===== config.mk =====
export PLATFORM = sky130hd
export DESIGN_NAME = add_scheduler
export DESIGN_NICKNAME = d
export VERILOG_FILES = /design/src/rtl/add_scheduler.sv
export SDC_FILE = /design/constraint.sdc
export NUM_CORES = 1
export LEC_CHECK = 0
export BUFFER_PORTS_ARGS = -buffer_cell sky130_fd_sc_hd__buf_2
export CAP_MARGIN = 20
export CORE_MARGIN = 2
export CORE_UTILIZATION = 30
export CTS_CLUSTER_DIAMETER = 40
export DETAILED_ROUTE_END_ITERATION = 8
export GPL_TIMING_DRIVEN = 0
export PLACE_DENSITY_LB_ADDON = 0.05
export SYNTH_ARGS = -nofsm -noshare
export SYNTH_HDL_FRONTEND = slang
export SYNTH_SLANG_ARGS = --single-unit

===== constraint.sdc =====
create_clock -name clk -period 3.5 [get_ports clk]
set_clock_uncertainty 0.1 [all_clocks]
set_input_delay 0.7 -clock clk [delete_from_list [all_inputs] [get_ports clk]]
set_output_delay 0.7 -clock clk [all_outputs]
set_load 0.01 [all_outputs]

===== src/rtl/add_scheduler.sv =====
`default_nettype none
// ============================================================================
// Module   : add_scheduler
// Brief    : Two-requester round-robin front end that time-shares one 4-bit
//            ripple adder to add W-bit operands one nibble per cycle.
// Revision : 1.0
// ============================================================================

module adder4 (
    input  logic [3:0] a_i,
    input  logic [3:0] b_i,
    input  logic       ci_i,
    output logic [3:0] s_o,
    output logic       co_o
);
    logic [4:0] w_c;

    assign w_c[0] = ci_i;

    for (genvar i = 0; i < 4; i++) begin : g_bit
        assign s_o[i]   = a_i[i] ^ b_i[i] ^ w_c[i];
        assign w_c[i+1] = (a_i[i] & b_i[i]) | (w_c[i] & (a_i[i] ^ b_i[i]));
    end

    assign co_o = w_c[4];
endmodule

module add_scheduler #(
    parameter  int NIBBLES = 4,
    localparam int W       = 4 * NIBBLES
) (
    input  logic         clk,
    input  logic         reset,
    input  logic         req0_valid_i,
    output logic         req0_ready_o,
    input  logic [W-1:0] req0_a_i,
    input  logic [W-1:0] req0_b_i,
    input  logic         req0_ci_i,
    input  logic         req1_valid_i,
    output logic         req1_ready_o,
    input  logic [W-1:0] req1_a_i,
    input  logic [W-1:0] req1_b_i,
    input  logic         req1_ci_i,
    output logic         res_valid_o,
    input  logic         res_ready_i,
    output logic [W-1:0] res_sum_o,
    output logic         res_carry_o,
    output logic         res_id_o
);
    localparam int KW = (NIBBLES > 1) ? $clog2(NIBBLES) : 1;

    typedef enum logic [1:0] {
        IDLE = 2'd0,
        ADD  = 2'd1,
        HOLD = 2'd2
    } state_t;

    state_t        state_q, state_d;
    logic [W-1:0]  a_q, a_d, b_q, b_d, sum_q, sum_d;
    logic [KW-1:0] k_q, k_d;
    logic          carry_q, carry_d, id_q, id_d, last_q, last_d;

    logic          w_grant;
    logic [3:0]    w_nib_a, w_nib_b, w_nib_s;
    logic          w_nib_co;

    adder4 u_adder (
        .a_i  (w_nib_a),
        .b_i  (w_nib_b),
        .ci_i (carry_q),
        .s_o  (w_nib_s),
        .co_o (w_nib_co)
    );

    // On a tie the requester not served last wins; a lone requester always wins.
    assign w_grant = (req0_valid_i && req1_valid_i) ? ~last_q : req1_valid_i;

    always_comb begin
        state_d      = state_q;
        a_d          = a_q;
        b_d          = b_q;
        sum_d        = sum_q;
        k_d          = k_q;
        carry_d      = carry_q;
        id_d         = id_q;
        last_d       = last_q;
        req0_ready_o = 1'b0;
        req1_ready_o = 1'b0;
        w_nib_a      = 4'd0;
        w_nib_b      = 4'd0;

        for (int n = 0; n < NIBBLES; n++) begin
            if (k_q == KW'(n)) begin
                w_nib_a = a_q[4*n +: 4];
                w_nib_b = b_q[4*n +: 4];
            end
        end

        case (state_q)
            IDLE: begin
                if (!reset) begin
                    req0_ready_o = req0_valid_i && !w_grant;
                    req1_ready_o = req1_valid_i &&  w_grant;
                end
                if (req0_ready_o || req1_ready_o) begin
                    a_d     = w_grant ? req1_a_i  : req0_a_i;
                    b_d     = w_grant ? req1_b_i  : req0_b_i;
                    carry_d = w_grant ? req1_ci_i : req0_ci_i;
                    id_d    = w_grant;
                    last_d  = w_grant;
                    k_d     = '0;
                    state_d = ADD;
                end
            end
            ADD: begin
                for (int n = 0; n < NIBBLES; n++) begin
                    if (k_q == KW'(n)) sum_d[4*n +: 4] = w_nib_s;
                end
                carry_d = w_nib_co;
                if (k_q == KW'(NIBBLES - 1)) state_d = HOLD;
                else                         k_d     = k_q + KW'(1);
            end
            HOLD: begin
                if (res_ready_i) state_d = IDLE;
            end
            default: state_d = IDLE;
        endcase
    end

    always_ff @(posedge clk) begin
        if (reset) begin
            state_q <= IDLE;
            a_q     <= '0;
            b_q     <= '0;
            sum_q   <= '0;
            k_q     <= '0;
            carry_q <= 1'b0;
            id_q    <= 1'b0;
            last_q  <= 1'b1;
        end else begin
            state_q <= state_d;
            a_q     <= a_d;
            b_q     <= b_d;
            sum_q   <= sum_d;
            k_q     <= k_d;
            carry_q <= carry_d;
            id_q    <= id_d;
            last_q  <= last_d;
        end
    end

    assign res_valid_o = (state_q == HOLD);
    assign res_sum_o   = sum_q;
    assign res_carry_o = carry_q;
    assign res_id_o    = id_q;
endmodule

`default_nettype wire


# Word-level counts from Yosys, hierarchy flattened

Cells that the tools add are included.

Bits in registers: 55
Bits of input ports: 71

$add $sub $neg: 1
Eq/ne operators: 9
Muxes and demuxes: 27
Bitwise operators: 21
Reductions and logical operators: 16

Operator list:

| cell                                                  | number |
|---|---|
| two-way mux 16 bit                                    | 2 |
| two-way mux 4 bit                                     | 8 |
| AND reduction 2 bit                                   | 6 |
| two-way mux 2 bit                                     | 5 |
| two-way mux 1 bit                                     | 9 |
| AND 1 bit                                             | 8 |
| bitwise XOR 1 bit                                     | 8 |
| == test 2 bit, second input constant                  | 3 |
| inequality test 2 bit, second input constant          | 3 |
| one-hot mux 2 bit (3 select lines)                    | 1 |
| AND reduction 3 bit                                   | 2 |
| == test 2 x 1 -> 1 bit, second input constant         | 2 |
| zero test 2 bit                                       | 2 |
| OR 1 bit                                              | 4 |
| one-hot mux 2 bit (2 select lines)                    | 1 |
| logical AND 1 bit                                     | 3 |
| adder 2 x 1 -> 2 bit, second input constant           | 1 |
| inequality test 2 x 1 -> 1 bit, second input constant | 1 |
| one-hot mux 1 bit (2 select lines)                    | 1 |
| nonzero test 2 bit                                    | 1 |
| zero test 1 bit                                       | 1 |
| logical OR 1 bit                                      | 1 |
| NOT 1 bit                                             | 1 |

# Longest topological paths before layout

Gate-level depths: netlist of the first run.

Depth after elaboration: 15
Depth in mapped cells: 15
Mapped depth without buffers: 13

# Hierarchy

Synthesis of the first run repeated with hierarchy kept, for this count alone.

Cell total of the unflattened synthesis: 330
Area, all modules: 2735.1 µm²

By module, submodules not included:

| module        | times used | cells an instance | area an instance (µm²) |
|---|---|---|---|
| add_scheduler | 1          | 316               | 2617.5 |
| adder4        | 1          | 14                | 117.6 |

# Worst setup path before layout of the first run

No wires, ideal clock.

Kind: register to register
Start: register k_q[0]
End: register sum_q[7], in the netlist res_sum_o[7]
Library setup time: 0.128 ns
Data arrival time: 3.001 ns
Required time: 3.272 ns
Setup slack: 0.271 ns
Stages on the path, launching flop included: 14
Path buffers: 2
Period minus slack after synthesis: 3.229 ns
Cells stage by stage: dfxtp_1 -> inv_1 -> ha_1 -> clkbuf_1 -> clkbuf_1 -> a21oi_1 -> a22oi_1 -> fa_1 -> inv_1 -> fa_1 -> fa_1 -> fa_1 -> mux2i_1 -> nor2_1

Longest elaborated chain between the ends: 13
Elaborated cells on any way between the ends: 27

Ends and longest elaborated chain:

| item                            | line | RTL |
|---|---|---|
| start, declared                 | 60   | `logic [KW-1:0] k_q, k_d;` |
| start signal, assigned          | 145  | `k_q <= k_d;` |
| zero test 2 bit                 | 93   | `if (k_q == KW'(n)) begin` |
| two-way mux 4 bit (4 in series) | 93   |  |
| bitwise XOR 1 bit               | 22   | `assign w_c[i+1] = (a_i[i] & b_i[i]) \| (w_c[i] & (a_i[i] ^ b_i[i]));` |
| AND 1 bit                       | 22   |  |
| OR 1 bit                        | 22   |  |
| AND 1 bit                       | 22   |  |
| OR 1 bit                        | 22   |  |
| AND 1 bit                       | 22   |  |
| OR 1 bit                        | 22   |  |
| bitwise XOR 1 bit (*)           | 21   | `assign s_o[i] = a_i[i] ^ b_i[i] ^ w_c[i];` |
| named net u_adder.s_o[3]        | 13   | `output logic [3:0] s_o,` |
| end signal, assigned            | 144  | `sum_q <= sum_d;` |
| end, declared                   | 59   | `logic [W-1:0] a_q, a_d, b_q, b_d, sum_q, sum_d;` |

The timed path passes the listed nets; every way through them passes the cells marked *.
A chain may end at the register's enable or synchronous reset.

# Worst setup path after layout of the first run

Start: register k_q[0]
End: register sum_q[15], in the netlist res_sum_o[15]

The elaborated chain is that of the path after synthesis.

==> results of run 1 <==
-- critical path, stage by stage, from the launching register on --
cell and delay, ns:
dfxtp_4 0.39, inv_1 0.09, ha_4 0.21, clkbuf_4 0.20, a21oi_1 0.11, o21ai_1 0.10
a22oi_2 0.23, fa_2 0.23, inv_1 0.04, fa_1 0.39, fa_2 0.36, fa_2 0.60
mux2i_1 0.08, nor2_1 0.08
-- what timing repair did --
action,CTS,global route
pin swaps,1,3
resized for setup,7,11
endpoints found under the setup margin,5,5
setup buffers,0,0
-- area by class of cell --
| type | count | area, sq um | share of cell area |
|---|---|---|---|
| multi-input cells | 247 | 1540 | 0.430 |
| clock buffers | 5 | 68.8 | 0.0192 |
| inverters | 14 | 52.6 | 0.0147 |
| clock inverters | 3 | 67.6 | 0.0188 |
| flip-flops and latches | 55 | 1110 | 0.309 |
| repair buffers | 91 | 455 | 0.127 |
| plain buffers | 29 | 153 | 0.0426 |
| well taps | 111 | 139 | 0.0387 |
-- synth_stat cells, types with 2 or more instances --
cell	instances	share of area
buf_2	15	0.027
a21oi_1	55	0.098
mux2i_1	12	0.043
nor2_1	17	0.023
nor2b_1	2	0.0044
inv_1	14	0.019
ha_1	4	0.018
clkbuf_1	11	0.015
o211ai_1	2	0.0053
dfxtp_1	55	0.39
a311oi_1	32	0.10
nand2b_1	3	0.0067
buf_4	4	0.011
o21ai_0	8	0.014
nand2_1	76	0.10
fa_1	4	0.028
a22oi_1	3	0.0080
clkbuf_2	2	0.0036
nand3b_1	3	0.0080
or2_2	4	0.0089
a22o_1	6	0.019
-- routing by layer --
metal / routed length (microns) / vias up / part of all wire
li1: - / 1418 / -
met1: 4020 / 1247 / 0.47
met2: 3930 / 69 / 0.46
met3: 371 / 12 / 0.044
met4: 146 / 0 / 0.017
met5: 0 / - / 0
-- through the flow --
step,area (sq um),power [mW]
after floorplan,2810,1.03
after global placement,3410,1.19
after detailed placement,3410,1.19
after CTS,3550,1.70
after global routing,3580,1.80
final,3580,1.70
-- cell families (layout without fill, tap and decap cells) --
logic type,after synthesis,after routing,share of synthesized area
adder cells (fa/ha/maj),8,8,0.0463
multiplexers,12,12,0.0427
AO/OA/AOI/OAI,114,114,0.269
AND/OR/NAND/NOR,113,113,0.175
buffers and inverters,47,142,0.0757
flip-flops,55,55,0.392
-- how the worst min path moves through the flow --
stage / endpoint
2_1_floorplan: res_sum_o[0]$_SDFFE_PP0P_
3_3_place_gp: res_sum_o[12]$_SDFFE_PP0P_
3_5_place_dp: res_sum_o[12]$_SDFFE_PP0P_
4_1_cts: res_sum_o[12]$_SDFFE_PP0P_
5_1_grt: res_sum_o[8]$_SDFFE_PP0P_
6_report: res_sum_o[12]$_SDFFE_PP0P_
-- sequential cells by signal, indices dropped and copies added (netlist names) --
signal / cells
last_q: 1
res_carry_o: 1
state_q: 2
res_id_o: 1
res_sum_o: 16
a_q: 16
b_q: 16
k_q: 2
-- power groups by stage --
stage / clock network, mW / registers, mW / logic [mW]
2_1_floorplan: 0 / 0.733 / 0.292
3_3_place_gp: 0 / 0.735 / 0.455
3_5_place_dp: 0 / 0.736 / 0.459
4_1_cts: 0.518 / 0.722 / 0.464
5_1_grt: 0.545 / 0.731 / 0.524
6_report: 0.509 / 0.723 / 0.466
==> results.md, run 1 <==
* Status: completed
* Post-DRT Antenna Nets at 0
* PwrDens at ~470 nW/um^2
* Synthesized area at 2810 sq um
* Post-DP HPWL at 6540 microns
* Psw at between 500 and 600 uW
* CTS Sinks at 55
* Peak Freq at between 0.3 and 0.4 GHz
* CTS Buf Count at 5
* Clock slew at reported path FFs at ~0.10 ns
* Area growth from synthesis to layout at 27.5%
* Worst Hold Class: flop to flop
* H-tree levels at 2
* Setup TNS at 0 ns
* Final wirelength at roughly 8500 microns
* Post-synth ARST share at 0
* ANT cells at 0
* RSZ-0062 raised after global routing: no
* Global routing usage on met1 at 0.224
* Ports at just over 90
* Syn Area/Cell at just over 8 sq um
* Most frequent cells in the layout: buf_2 (106), nand2_1 (76), a21oi_1 (55), dfxtp_1 (53), a311oi_1 (32)
* CP endpoint kind: flop
* Yosys warning total at 0
* Hold Path Stages at 2
* Residual DRC at 0
* Sequential share of power at 0.426
* Cells after synthesis at about 350
* Crit-path max FO at 10
* Clk_lat worst skew at about 0.32 ns
* Max-slew violation count at 0
* Yosys cell types at 38
* Max-cap violation count at 0
* Worst r2r dst: res_sum_o[15]$_SDFFE_PP0P_
* Initial Util at 0.307
* GRT Total Usage at 0.173
* Static Leak at between 1.5 and 2 nW
* Top Usage Layer GRT: met2
* Buffers on Ports at 91
* CTS tree: built
* Register area share after synthesis at 0.392
* CTS Buffer Depth at 2
* Final WS setup at 0.207 ns
* Core area at just over 9000 sq um
* CP startpoint kind: flop
* Global-route wire length before repair at 13700 microns
* Hold_buf cts at 0
* DRT iter0 DRCs at between 50 and 60
* Period utilization at 0.941
* Initial antenna violation count at 0
* Hold Fails Final Rpt at 0
* Post-synth EDFFs at 0
* Worst Setup Path Type: flop to flop
* Post-Layout Cell Count at 555
* Row count at 35
* Share of cells above drive strength 1 at 0.315
* Min Tclk post-route at ~3.3 ns
* Die W at slightly above 100 microns
* Fill cells at just under 1000
* M3 GR Usage at 0.0340
* Final core utilization at 0.392
* Combinational share of power at 0.274
* P_int at 1.17 mW
* Clock power frac at 0.300
* Worst Hold Launch: res_sum_o[12]$_SDFFE_PP0P_
* Dpl cells at between 500 and 600
* Number of global-route vias before repair at around 2700
* RePlAce Congestion at 0.802
* Worst slew pin tran at between 0.5 and 0.6 ns
* Crit path to: res_sum_o[15]$_SDFFE_PP0P_
* R2r setup slk at roughly 0.21 ns
* Relative max-transition margin at 0.656
* Total number of vias at between 2000 and 3000
* Setup violators final at 0
* Worst path arrival time at around 3.5 ns
* Largest net degree at the start of global routing at 19
* Met2 Resource Use GR at 0.288
* Critical Path Start: k_q[0]$_SDFFE_PP0P_
* Drt via density at 4.95
* Mapped Nets at about 430
* Pre-CTS setup slack at -0.367 ns
* Max VDD drop at around 170 uV
* Die ar. at slightly above 10000 sq um
* Total gr overflow at 0
* Reg2reg path depth at 13
* Commonest non-fill, non-tap cell in the layout: buf_2
* Dominant synthesized flop cell: dfxtp_1
* WP data required at between 3 and 4 ns
* FF-to-FF Start: k_q[0]$_SDFFE_PP0P_
* WHS at 0.357 ns
* Final net count at 522
* Switching Fraction at 0.310
* Die height at roughly 100 microns
* Post-synthesis register bit count at 55
* WL/cell at 15.3 microns
* Root Driver: clkbuf_8
* Router iterations before antenna repair at 4
(Power assumes the default switching activity.)
==> inputs of run 2 (changes only) <==
--- a/config.mk
+++ b/config.mk
@@ -5,6 +5,7 @@
 export SDC_FILE = /design/constraint.sdc
 export NUM_CORES = 1
 export LEC_CHECK = 0
+export ABC_AREA = 1
 export BUFFER_PORTS_ARGS = -buffer_cell sky130_fd_sc_hd__buf_2
 export CAP_MARGIN = 20
 export CORE_MARGIN = 2
==> results.md, run 2 <==
* Status: completed
* Clock slew at reported path FFs at 0.10 ns (about the same)
* Clk_lat worst skew at 0.31 ns (about the same)
* Yosys warning total at 0 (unchanged)
* Max VDD drop at 192 uV (+12%)
* Post-synth EDFFs at 0 (unchanged)
* Hold_buf cts at 0 (unchanged)
* CP endpoint kind: flop
* Top-count cell post-synth: nand2_1
* Most frequent cells in the layout: nand2_1 (118), buf_2 (96), nor2_1 (71), nand3_1 (58), dfxtp_1 (54)
* Period utilization at 0.956 (+0.0157)
* Synth cell count leaders: nand2_1 (118), nor2_1 (71), nand3_1 (58), dfxtp_1 (55), o21ai_0 (32)
* Setup TNS at 0 ns (unchanged)
* Drt via density at 4.60 (-6.9%)
* Max-slew violation count at 0 (unchanged)
* Worst slew pin tran at 0.514 ns (-0.00202 ns)
* R2r setup slk at 0.15 ns (-0.05 ns)
* Final wirelength at 8840 microns (+4.5%)
* WL/cell at 13.1 microns (-14%)
* CTS Sinks at 55 (unchanged)
* Ports at 92 (unchanged)
* Final core utilization at 0.384 (-0.00744)
* Residual DRC at 0 (unchanged)
* H-tree levels at 2 (unchanged)
* Yosys cell types at 22 (-42%)
* Dominant synthesized flop cell: dfxtp_1
* Pre-CTS setup slack at -0.0265 ns (+0.341 ns)
* Tot Pwr at 1.50 mW (-12%)
* Hold Path Stages at 2 (unchanged)
* Area leader, netlist: dfxtp_1
* CTS Buffer Depth at 2 (unchanged)
* Core area at 9640 sq um (+5.3%)
* Static Leak at 1.85 nW (+17%)
* Final net count at 620 (+19%)
* Initial Util at 0.305 (-0.00188)
* DP Area at 3550 sq um (+4.4%)
* Share of cells above drive strength 1 at 0.253 (-0.0625)
* Die ar. at 10600 sq um (+4.5%)
* Final WS setup at 0.152 ns (-0.0549 ns)
* Worst Hold Class: flop to flop
* Row count at 36 (+2.9%)
* Critical Path Start: k_q[0]$_SDFFE_PP0P_
* Peak Freq at 0.299 GHz (-1.6%)
* PwrDens at 405 nW/um^2 (-14%)
* Worst Setup Path Type: flop to flop
* Synthesized area at 2940 sq um (+4.7%)
* Min Tclk post-route at 3.35 ns (+0.0549 ns)
* Register area share after synthesis at 0.374 (-0.0175)
* Worst Hold Launch: res_sum_o[6]$_SDFFE_PP0P_
* DRT iter0 DRCs at 112 (+120%)
* Reg2reg path depth at 15 (+2)
* Die height at 103 microns (+2.2%)
* Max-cap violation count at 0 (unchanged)
* Worst path arrival time at 3.50 ns (+0.05 ns)
* RSZ-0062 raised after global routing: no
* Synth top area share at 0.374 (-0.0175)
* Relative max-transition margin at 0.657 (+0.00134)
* WP data required at 3.66 ns (about the same)
* Post-synthesis register bit count at 55 (unchanged)
* Die W at 103 microns (+2.2%)
* Largest net degree at the start of global routing at 16 (-3)
* CTS Buf Count at 5 (unchanged)
* Number of global-route vias before repair at 2877 (+4.9%)
* RePlAce Congestion at 0.774 (-3.6%)
* FF-to-FF Start: k_q[0]$_SDFFE_PP0P_
* Total number of vias at 3108 (+13%)
* Post-DRT Antenna Nets at 0 (unchanged)
* ANT cells at 0 (unchanged)
* Hold Fails Final Rpt at 0 (unchanged)
* Commonest non-fill, non-tap cell in the layout: nand2_1
* Cells after synthesis at 441 (+26%)
* Area growth from synthesis to layout at 25.9%
* GRT Total Usage at 0.172 (-0.00150)
* Total gr overflow at 0 (unchanged)
* CP startpoint kind: flop
* Router iterations before antenna repair at 4 (unchanged)
* CTS tree: built
* Global-route wire length before repair at 14300 microns (+4.6%)
* Root Driver: clkbuf_8
* Cell area after layout at 3700 sq um (+3.3%)
* Post-synth ARST share at 0 (unchanged)
* Crit-path max FO at 10 (unchanged)
* Mapped Nets at 520 (+21%)
* Post-DP HPWL at 6850 microns (+4.6%)
* Area contributors post-synth: dfxtp_1 (37%), nand2_1 (15%), nand3_1 (9.9%), nor2_1 (9.1%), o21ai_0 (5.4%)
* Buffers on Ports at 89 (-2.2%)
* Initial antenna violation count at 0 (unchanged)
* Syn Area/Cell at 6.67 sq um (-17%)
* Setup violators final at 0 (unchanged)
[run 2: timing repair]
item / 4_1_cts / 5_1_grt
setup endpoints to repair: 4 / 5
resized for setup: 2 / 19
pin swaps: 0 / 2
setup buffers: 0 / 4
[run 2: where the power goes]
| part | switching, mW | total, mW | internal (mW) | leakage (nW) |
|---|---|---|---|---|
| clock | 0.205 | 0.346 | 0.141 | 0.0422 |
| combinational | 0.270 | 0.447 | 0.177 | 1.35 |
| sequential | 0.0315 | 0.707 | 0.676 | 0.451 |
[run 2: per-layer routing]
layer  track usage  wire length, microns  up-vias  share of wire
li1              -                     -     1636              -
met1         0.236                  4420     1370           0.50
met2         0.275                  3800       84           0.43
met3        0.0251                   377       18          0.043
met4        0.0597                   246        0          0.028
met5             0                     0        -              0
[run 2: per-stage QoR]
stage | std cells | hold WS (ns)
after global routing | 675 | 0.388
after floorplan | 441 | 0.356
after CTS | 671 | 0.368
after global placement | 663 | 0.349
after detailed placement | 663 | 0.352
final | 675 | 0.365
[run 2: worst max-delay path, stage by stage, from the launching register on]
cell     delay, ns
dfxtp_2       0.35
inv_1         0.09
ha_1          0.16
buf_6         0.14
inv_1         0.07
buf_2         0.18
o21ai_1       0.15
nand2_1       0.08
o21ai_2       0.08
fa_2          0.21
inv_1         0.05
fa_1          0.38
fa_2          0.37
fa_2          0.62
nand3_1       0.11
a21oi_2       0.15
[run 2: logic make-up (layout without fill, tap and decap cells)]
group	after synthesis	after routing	share of synthesized area
DFF	55	55	0.374
AOI/OAI and AO/OA	81	81	0.145
and+or+nand+nor	252	252	0.355
buffers and inverters	45	146	0.0812
adders and majority gates	8	8	0.0442
[run 2: layout make-up]
type | count | area [sq um]
timing repair buffer | 93 | 475
clock inverter | 1 | 5.00
tap | 133 | 166
sequential | 55 | 1100
buffer | 29 | 190
multi-input combinational | 341 | 1620
clock buffer | 7 | 76.3
fill | 1105 | 5940
inverter | 16 | 63.8
[run 2: path summary, 6_finish.rpt]
path | endpoint
max | res_sum_o[15]$_SDFFE_PP0P_
min | res_sum_o[6]$_SDFFE_PP0P_
max reg2reg | res_sum_o[15]$_SDFFE_PP0P_
min reg2reg | res_sum_o[6]$_SDFFE_PP0P_
==> inputs of run 3 (changes only) <==
--- a/config.mk
+++ b/config.mk
@@ -8,6 +8,7 @@
 export ABC_AREA = 1
 export BUFFER_PORTS_ARGS = -buffer_cell sky130_fd_sc_hd__buf_2
 export CAP_MARGIN = 20
+export CORE_ASPECT_RATIO = 1.75
 export CORE_MARGIN = 2
 export CORE_UTILIZATION = 30
 export CTS_CLUSTER_DIAMETER = 40
==> results.md, run 3 (same netlist as run 2, synthesis figures left out) <==
* Critical Path, Cell by Cell: inv_1 -> ha_1 -> clkbuf_4 -> a21oi_2 -> o21ai_0 -> o21ai_1 -> fa_2 -> inv_1 -> fa_2 -> fa_2 -> fa_2 -> nand3_2 -> a21oi_2
* Worst Hold Class: flop to flop
* Status: completed
* CP endpoint kind: flop
* Max-cap violation count at 0 (unchanged)
* M1 WL at 3610 microns (-18%)
* Crit-path max FO at 10 (unchanged)
* RSZ-0062 raised after global routing: no
* Crit path depth at 13 (-2)
* Largest net degree at the start of global routing at 17 (+1)
* Met2 WL at 5200 microns (+37%)
* CTS Buffer Depth at 2 (unchanged)
* P_int at 1.16 mW (+17%)
* Setup violators final at 0 (unchanged)
* Post-DP HPWL at 7620 microns (+11%)
* Post-DRT Antenna Nets at 0 (unchanged)
* Worst Setup Path Type: flop to flop
* Highest cell delay on the worst timing path at 0.63 ns (about the same)
* Worst r2r dst: res_sum_o[15]$_SDFFE_PP0P_
* H-tree levels at 2 (unchanged)
* Top Layer Used: met4
* Clk_lat worst skew at 0.29 ns (-0.02 ns)
* Period utilization at 0.939 (-0.0178)
* RePlAce Congestion at 0.823 (+6.3%)
* Drt via density at 4.69 (+1.9%)
* Sequential share of power at 0.421 (-0.050)
* Initial antenna violation count at 0 (unchanged)
* CTS tree: built
* Max-slew violation count at 0 (unchanged)
* Final net count at 620 (unchanged)
* Min Tclk post-route at 3.29 ns (-0.0624 ns)
* Buffers on Ports at 89 (unchanged)
* Router iterations before antenna repair at 4 (unchanged)
* Combinational share of power at 0.268 (-0.030)
* Core area at 9530 sq um (-1.2%)
* FF-to-FF Start: k_q[1]$_SDFFE_PP0P_
* R2r setup slk at 0.21 ns (+0.06 ns)
* Met3 wire len at 373 microns (-1.1%)
* Setup TNS at 0 ns (unchanged)
* Critical Path Start: k_q[1]$_SDFFE_PP0P_
* Row count at 47 (+31%)
* Root Driver: clkbuf_16
* Post-Layout Cell Count at 664 (-1.6%)
* Share of cells above drive strength 1 at 0.266 (+0.0129)
* ANT cells at 0 (unchanged)
* Clock power frac at 0.311 (+0.081)
* Relative max-transition margin at 0.610 (-0.0473)
* Die ar. at 10600 sq um (+0.30%)
* Final wirelength at 9510 microns (+7.5%)
* Die height at 135 microns (+31%)
* Area growth from synthesis to layout at 28.7%
* Slowest stage cell, crit path: fa_2
* Reg2reg path depth at 13 (-2)
* DRT iter0 DRCs at 118 (+5.4%)
* Max VDD drop at 202 uV (+5.4%)
* Commonest non-fill, non-tap cell in the layout: nand2_1
* Global-route wire length before repair at 14800 microns (+3.2%)
* Critical path's top delay family: adder cells
* Ports at 92 (unchanged)
* Total number of vias at 3115 (+0.23%)
* Die W at 78.9 microns (-23%)
* CTS Sinks at 55 (unchanged)
* Initial Util at 0.309 (+0.00361)
* Most frequent CP cell: fa_2
* WHS at 0.358 ns (-0.00720 ns)
* CTS Buf Count at 5 (unchanged)
* Switching Fraction at 0.312 (-0.0257)
* Worst path bufs/invs at 3 (-2)
* Psw at 527 uW (+4.1%)
* Static Leak at 1.88 nW (+2.0%)
* WP data required at 3.63 ns (-0.03 ns)
* Total gr overflow at 0 (unchanged)
* Crit path to: res_sum_o[15]$_SDFFE_PP0P_
* Dpl cells at 652 (-1.7%)
* Worst path arrival time at 3.42 ns (-0.08 ns)
* Clock slew at reported path FFs at 0.07 ns (-0.03 ns)
* GRT Total Usage at 0.181 (+0.00961)
* Peak Freq at 0.304 GHz (+1.9%)
* WL/cell at 14.3 microns (+9.3%)
* PwrDens at 446 nW/um^2 (+10%)
* CP startpoint kind: flop
* Hold_buf cts at 0 (unchanged)
* Most frequent cells in the layout: nand2_1 (118), buf_2 (95), nor2_1 (71), nand3_1 (57), dfxtp_1 (53)
* Worst slew pin tran at 0.585 ns (+0.0710 ns)
* Hold Fails Final Rpt at 0 (unchanged)
* Residual DRC at 0 (unchanged)
* Number of global-route vias before repair at 2917 (+1.4%)
-- run 3: worst min-delay path, cell delays in order, from the launching register on --
cell	delay (ns)
dfxtp_1	0.31
nand2_1	0.06
a21oi_1	0.05
-- run 3: worst min path at each step --
stage	startpoint	end	slack (ns)	cells past startpoint
after floorplan	a_q[4]$_SDFFE_PP0P_	a_q[4]$_SDFFE_PP0P_	0.36	2
after global placement	res_sum_o[5]$_SDFFE_PP0P_	res_sum_o[5]$_SDFFE_PP0P_	0.35	2
after detailed placement	res_sum_o[12]$_SDFFE_PP0P_	res_sum_o[12]$_SDFFE_PP0P_	0.35	2
after CTS	res_sum_o[12]$_SDFFE_PP0P_	res_sum_o[12]$_SDFFE_PP0P_	0.36	2
after global routing	res_sum_o[12]$_SDFFE_PP0P_	res_sum_o[12]$_SDFFE_PP0P_	0.37	2
final	res_sum_o[12]$_SDFFE_PP0P_	res_sum_o[12]$_SDFFE_PP0P_	0.36	2
-- run 3: per-stage QoR --
step	worst slack (ns)	utilization	instance area, sq um	power, mW
2_1_floorplan	0.416	-	2940	0.993
3_3_place_gp	-0.0606	0.372	3540	1.15
5_1_grt	0.0172	0.397	3790	1.79
3_5_place_dp	-0.0791	0.372	3540	1.15
4_1_cts	0.0127	0.389	3710	1.69
6_report	0.215	0.397	3790	1.69
-- run 3: final cells by class --
| cell class | count | area, sq um |
|---|---|---|
| Fill cell | 1075 | 5740 |
| Multi-Input combinational cell | 341 | 1640 |
| Sequential cell | 55 | 1100 |
| Timing Repair Buffer | 93 | 475 |
| Buffer | 29 | 195 |
| Clock buffer | 7 | 153 |
| Tap cell | 122 | 153 |
| Inverter | 16 | 63.8 |
| Clock inverter | 1 | 7.51 |
-- run 3: power groups by stage --
stage          Clock (mW)  Sequential (mW)  Combinational [mW]
6_report            0.525            0.711               0.454
5_1_grt             0.568            0.717               0.509
4_1_cts             0.547            0.710               0.431
3_5_place_dp            0            0.724               0.427
3_3_place_gp            0            0.724               0.424
2_1_floorplan           0            0.717               0.276
-- run 3: timing repair --
| item | CTS | global route |
|---|---|---|
| pin swaps | 0 | 4 |
| resized for setup | 3 | 24 |
| setup endpoints to repair | 4 | 5 |
| buffers inserted | 0 | 4 |
| cloned | 0 | 0 |
-- run 3: per-layer routing --
layer  up-vias  global-route usage
li1       1629                   -
met1      1388               0.193
met2        81               0.341
met3        17              0.0207
met4         0              0.0958
met5         -                   0
